## config.mk

```make
export PLATFORM = sky130hd
export DESIGN_NAME = divider
export DESIGN_NICKNAME = d
export VERILOG_FILES = /design/src/rtl/divider_pkg.sv /design/src/rtl/divider_step.sv /design/src/rtl/divider.sv
export SDC_FILE = /design/constraint.sdc
export NUM_CORES = 1
export LEC_CHECK = 0
export BUFFER_PORTS_ARGS = -buffer_cell sky130_fd_sc_hd__buf_2
export CAP_MARGIN = 5
export CORE_AREA = 2 2 163 165
export CTS_CLUSTER_SIZE = 30
export DETAILED_ROUTE_END_ITERATION = 7
export DIE_AREA = 0 0 165 167
export PLACE_DENSITY_LB_ADDON = 0.12
export SLEW_MARGIN = 20
export SYNTH_ARGS = -nofsm -noshare
export SYNTH_HDL_FRONTEND = slang
export SYNTH_SLANG_ARGS = --single-unit
```

## constraint.sdc

```tcl
create_clock -name clock -period 4.9 [get_ports clock]
set_clock_uncertainty 0.1 [all_clocks]
set_input_delay 0.245 -clock clock [delete_from_list [all_inputs] [get_ports clock]]
set_output_delay 0.245 -clock clock [all_outputs]
set_load 0.01 [all_outputs]
```

## src/rtl/divider_pkg.sv

```systemverilog
// Shared types for the iterative divider: FSM state encoding and default geometry.
package divider_pkg;

  typedef enum logic [2:0] {
    DIV_IDLE  = 3'd0,
    DIV_LOAD  = 3'd1,
    DIV_RUN   = 3'd2,
    DIV_FIXUP = 3'd3,
    DIV_ZERO  = 3'd4
  } div_state_e;

  localparam int DIV_WIDTH    = 32;
  localparam int DIV_CNT_BITS = 5;

endpackage

```

## src/rtl/divider_step.sv

```systemverilog
// One radix-2 restoring iteration: shift the next dividend bit into the partial
// remainder, trial-subtract the divisor, and keep the difference if it did not borrow.
module divider_step #(
  parameter int WIDTH = 32
) (
  input  logic [WIDTH-1:0] rem_i,
  input  logic             msb_i,
  input  logic [WIDTH-1:0] divisor_i,
  output logic             qbit_o,
  output logic [WIDTH-1:0] rem_o
);

  logic [WIDTH:0] shifted;
  logic [WIDTH:0] trial;

  // Full WIDTH+1 bit shift: an unsigned divisor near 2^WIDTH lets the remainder reach the msb.
  assign shifted = {rem_i, msb_i};
  assign trial   = shifted - {1'b0, divisor_i};
  assign qbit_o  = ~trial[WIDTH];
  assign rem_o   = qbit_o ? trial[WIDTH-1:0] : shifted[WIDTH-1:0];

endmodule

```

## src/rtl/divider.sv

```systemverilog
// Multi-cycle signed/unsigned integer divider for the execute stage (l.div / l.divu).
// Operands are latched as magnitudes on accept; signs are reapplied in FIXUP.
//
// state     | meaning
// DIV_IDLE  | waiting for start; outputs hold last results
// DIV_LOAD  | clear partial remainder, arm iteration counter
// DIV_RUN   | one shift-subtract step per cycle, WIDTH cycles
// DIV_FIXUP | apply quotient/remainder signs, publish results, pulse done
// DIV_ZERO  | divide-by-zero: publish fixed results, pulse done
module divider
  import divider_pkg::*;
#(
  parameter int WIDTH    = DIV_WIDTH,
  parameter int CNT_BITS = DIV_CNT_BITS
) (
  input  logic             clock,
  input  logic             reset,
  input  logic             start,
  input  logic             isSigned,
  input  logic [WIDTH-1:0] operantA,
  input  logic [WIDTH-1:0] operantB,
  output logic             busy,
  output logic             done,
  output logic [WIDTH-1:0] quotient,
  output logic [WIDTH-1:0] remainder,
  output logic             divideByZero,
  output logic             overflow
);

  localparam logic [WIDTH-1:0] MIN_VAL = {1'b1, {(WIDTH-1){1'b0}}};

  div_state_e state_q, state_d;
  logic [CNT_BITS-1:0] cnt_q, cnt_d;
  logic [WIDTH-1:0] dvd_q, dvd_d;   // dividend, becomes quotient as bits shift in
  logic [WIDTH-1:0] dvs_q, dvs_d;
  logic [WIDTH-1:0] rem_q, rem_d;
  logic negq_q, negq_d;
  logic negr_q, negr_d;
  logic minus1_q, minus1_d;
  logic done_q, done_d;
  logic [WIDTH-1:0] quo_q, quo_d;
  logic [WIDTH-1:0] rmd_q, rmd_d;
  logic dbz_q, dbz_d;
  logic ovf_q, ovf_d;

  logic [WIDTH-1:0] a_mag;
  logic [WIDTH-1:0] b_mag;
  logic             step_qbit;
  logic [WIDTH-1:0] step_rem;

  assign a_mag = (isSigned && operantA[WIDTH-1]) ? -operantA : operantA;
  assign b_mag = (isSigned && operantB[WIDTH-1]) ? -operantB : operantB;

  divider_step #(.WIDTH(WIDTH)) u_step (
    .rem_i     (rem_q),
    .msb_i     (dvd_q[WIDTH-1]),
    .divisor_i (dvs_q),
    .qbit_o    (step_qbit),
    .rem_o     (step_rem)
  );

  always_comb begin
    state_d  = state_q;
    cnt_d    = cnt_q;
    dvd_d    = dvd_q;
    dvs_d    = dvs_q;
    rem_d    = rem_q;
    negq_d   = negq_q;
    negr_d   = negr_q;
    minus1_d = minus1_q;
    done_d   = 1'b0;
    quo_d    = quo_q;
    rmd_d    = rmd_q;
    dbz_d    = dbz_q;
    ovf_d    = ovf_q;

    case (state_q)
      DIV_IDLE: begin
        if (start) begin
          negq_d   = isSigned & (operantA[WIDTH-1] ^ operantB[WIDTH-1]);
          negr_d   = isSigned & operantA[WIDTH-1];
          minus1_d = isSigned & (operantA == MIN_VAL) & (&operantB);
          dvs_d    = b_mag;
          if (operantB == '0) begin
            dvd_d   = operantA;
            state_d = DIV_ZERO;
          end else begin
            dvd_d   = a_mag;
            state_d = DIV_LOAD;
          end
        end
      end
      DIV_LOAD: begin
        rem_d   = '0;
        cnt_d   = CNT_BITS'(WIDTH-1);
        state_d = DIV_RUN;
      end
      DIV_RUN: begin
        dvd_d = {dvd_q[WIDTH-2:0], step_qbit};
        rem_d = step_rem;
        if (cnt_q == '0) begin
          state_d = DIV_FIXUP;
        end else begin
          cnt_d = cnt_q - 1'b1;
        end
      end
      DIV_FIXUP: begin
        // MIN/-1 needs no special path: |MIN| divided by 1 already yields MIN, remainder 0.
        quo_d   = negq_q ? -dvd_q : dvd_q;
        rmd_d   = negr_q ? -rem_q : rem_q;
        dbz_d   = 1'b0;
        ovf_d   = minus1_q;
        done_d  = 1'b1;
        state_d = DIV_IDLE;
      end
      DIV_ZERO: begin
        quo_d   = '0;
        rmd_d   = dvd_q;
        dbz_d   = 1'b1;
        ovf_d   = 1'b1;
        done_d  = 1'b1;
        state_d = DIV_IDLE;
      end
      default: begin
        state_d = DIV_IDLE;
      end
    endcase
  end

  always_ff @(posedge clock) begin
    if (reset) begin
      state_q  <= DIV_IDLE;
      cnt_q    <= '0;
      dvd_q    <= '0;
      dvs_q    <= '0;
      rem_q    <= '0;
      negq_q   <= 1'b0;
      negr_q   <= 1'b0;
      minus1_q <= 1'b0;
      done_q   <= 1'b0;
      quo_q    <= '0;
      rmd_q    <= '0;
      dbz_q    <= 1'b0;
      ovf_q    <= 1'b0;
    end else begin
      state_q  <= state_d;
      cnt_q    <= cnt_d;
      dvd_q    <= dvd_d;
      dvs_q    <= dvs_d;
      rem_q    <= rem_d;
      negq_q   <= negq_d;
      negr_q   <= negr_d;
      minus1_q <= minus1_d;
      done_q   <= done_d;
      quo_q    <= quo_d;
      rmd_q    <= rmd_d;
      dbz_q    <= dbz_d;
      ovf_q    <= ovf_d;
    end
  end

  assign busy         = (state_q != DIV_IDLE);
  assign done         = done_q;
  assign quotient     = quo_q;
  assign remainder    = rmd_q;
  assign divideByZero = dbz_q;
  assign overflow     = ovf_q;

endmodule
```

==> reports/qor.yml <==
outcome:
  status: "finished, final reports clean"
yosys:
  synth_common_cells: "174 x dfxtp_1, 159 x nand2_1, 126 x nor2_1"
  synth_adder_area_share: 0.0456
  synth_seq_cells: 174
  synth.avg_cell_area_um2: 7.84
  yosys.cell_types.count: 70
  yosys-top-cells-area: "dfxtp_1 31%, xnor2_1 6.5%, a22oi_1 6.0%, nand2_1 5.4%, xor2_1 4.6%"
  synth_top_area_share: 0.313
  syn_inst: 1421
  synth_top_area_cell: "dfxtp_1"
  async_flop_share: 0
  synth_edf_count: 0
  synth_fp_nets: 1529
  synthMuxAreaShare: 0.00651
  synth_xor_area_frac: 0.112
  syn_area_mm2: 0.0111
  synth.most_common_cell: "dfxtp_1"
  yosys.area_share.simple: 0.203
  yosysWarnings: 0
  synthFlopType: "dfxtp_1"
  synth_top_family_by_area: "compound AO/OA/AOI/OAI gates"
  ys_seq_area_frac: 0.313
  synth_compound_area_frac: 0.267
place:
  port_buffers: 135
  gp_congestion: 0.913
  post_dp_cell_area_mm2: 0.0120
  dp.cells: 1802
  place_ws_ns: 1.29
  dp.final_hpwl_mm: 25.4
sta:
  rsz0062_at_grt: "false"
  setup_tns_ns: 0
  fin_crit_sh: 0.745
  hold_viol_final: 0
  drv_slew: 0
  setup_violations: 0
  relSlewSlack: 0.335
  clock.fmax_mhz: 274
  worst_slack_ns: 1.25
  period_needed_ns: 3.65
  hold_ws_ns: 0.0168
  tightest_slew_ns: 0.997
floorplan:
  num_rows: 59
  die_x_um: 165
  fp.coreArea_mm2: 0.0258
  start_util: 0.432
  ios: 136
  die_y_um: 167
  fp.dieArea_mm2: 0.0276
layout:
  final_core_util: 0.489
  antenna_cells: 0
  layout.cells.non_filler: 1836
  post-route-cell-area_mm2: 0.0126
  area_growth_pct: 13.2
  fill_cells: 2604
  fin_nets: 1596
  drive_above_1_share: 0.144
clock_network:
  clk_path_buf_depth: 2
  htreeDepth: 4
  cts.sinks: 174
  clkLatencyLatePin_ns: 0.44
  cts_tree: "built"
  cts_hold_buf: 1
  cts_setup_buffers: 0
  postCtsResizedCells: 0
  cts_root_buf: "clkbuf_16"
  cts_made_buffers: 17
  cts.reportedPaths.clkPinSlew_ns: 0.08
routing:
  route.antenna.remaining_nets: 0
  drtIter0Drc: 868
  wirelength_mm: 33.9
  via_per_inst: 5.86
  vias: 10800
  drt_pass1_iterations: 7
  drc: 0
  wl_per_cell_um: 18.5
worst_setup_path:
  crit_path_frequent_cell: "buf_4"
  critPathMaxStageDelay_ns: 0.41
  critical_path_arrival_ns: 3.86
  cp.required_ns: 5.11
  path_buf_inv: 3
  worstPathMaxFanout: 27
  slowest_stage: "fa_1"
  crit_type: "flip-flop to flip-flop"
  path_cells: "inv_1, ha_1, fa_1, nand2b_1, a21o_1, a31o_2, o311ai_1, o21ba_2, o21ai_0, nand3_1, buf_4, and2_1, buf_4, o211ai_1"
  cpLargestDelayFamily: "compound AO/OA/AOI/OAI gates"
  startpoint_type: "flip-flop"
  end_kind: "flip-flop"
run:
  drv_cap: 0
power:
  p_per_area_mw_per_mm2: 296
  total_power_mw: 3.73
  leakage_nw: 4.85
  max-vdd-ir-drop_mv: 0.215
min_path:
  hold_class: "input port to flip-flop"
global_routing:
  antenna_found_initial: 0
  grt_pass1_wl_mm: 54.0
  first_global_vias: 9880
  gr-total-overflow: 0
  grt_max_degree: 68
  track_usage: 0.247
==> final timing paths <==
path,startpoint,to,slack (ns),cells after the start
max,dvd_q[31]$_SDFFE_PP0P_,rem_q[0]$_SDFFE_PP0P_,1.25,14
min,operantA[17],dvd_q[17]$_SDFFE_PP0P_,0.02,3
max reg2reg,dvd_q[31]$_SDFFE_PP0P_,rem_q[0]$_SDFFE_PP0P_,1.25,14
min reg2reg,dvs_q[15]$_SDFFE_PP0P_,dvs_q[15]$_SDFFE_PP0P_,0.35,2
==> layout make-up <==
cell class	instances	area (µm²)	area share
well taps	335	419	0.0332
inverters	49	184	0.0146
multi-input cells	1094	7100	0.563
clock inverters	14	170	0.0135
flip-flops and latches	174	3480	0.276
repair buffers	152	828	0.0657
clock buffers	18	429	0.0340
==> cell usage in the layout (no fill, tap or decap), types with 20 or more instances in the layout <==
cell      count
a211oi_1     27
a21oi_1      81
a22oi_1      89
buf_2       134
dfxtp_1     174
ha_1         39
inv_1        49
nand2_1     159
nand3_1      24
nand4_1      36
nor2_1      123
nor3_1       20
o211ai_1     31
o21ai_0      62
o22ai_1      29
o31ai_1      32
xnor2_1      83
xor2_1       59
==> cell families (layout without fill, tap and decap cells) <==
logic type               after synthesis  in the layout
XOR/XNOR                             142            142
multiplexers                           7              7
buffers and inverters                153            233
adder cells (fa/ha/maj)               40             40
flip-flops                           174            174
AND/OR/NAND/NOR                      466            466
AO/OA/AOI/OAI                        439            439
==> registers in the layout, summed over array words and instances (netlist names) <==
register,cells
dvd_q,32
dvs_q,32
quotient,32
rem_q,32
remainder,32
cnt_q,5
state_q,3
divideByZero,1
done,1
minus1_q,1
negq_q,1
negr_q,1
overflow,1
==> worst register-to-register path: stages, from the launching register on <==
cell	delay [ns]
dfxtp_1	0.36
inv_1	0.10
ha_1	0.22
fa_1	0.41
nand2b_1	0.18
a21o_1	0.17
a31o_2	0.24
o311ai_1	0.41
o21ba_2	0.21
o21ai_0	0.10
nand3_1	0.09
buf_4	0.25
and2_1	0.21
buf_4	0.32
o211ai_1	0.16
==> power by group <==
group	total, mW	internal, mW	switching, mW	leakage, nW
clock network	1.37	0.691	0.683	0.291
logic	0.765	0.299	0.466	3.14
registers	1.59	1.48	0.110	1.41
total	3.73	2.47	1.26	4.85
==> routing by layer <==
layer  routed length [µm]  GRT usage  share of wire
met1                15700      0.334           0.46
met2                15400      0.396           0.46
met3                 1770     0.0423          0.052
met4                 1010     0.0824          0.030
met5                    0          0              0
No activity file was read; power rests on OpenSTA's default activity.
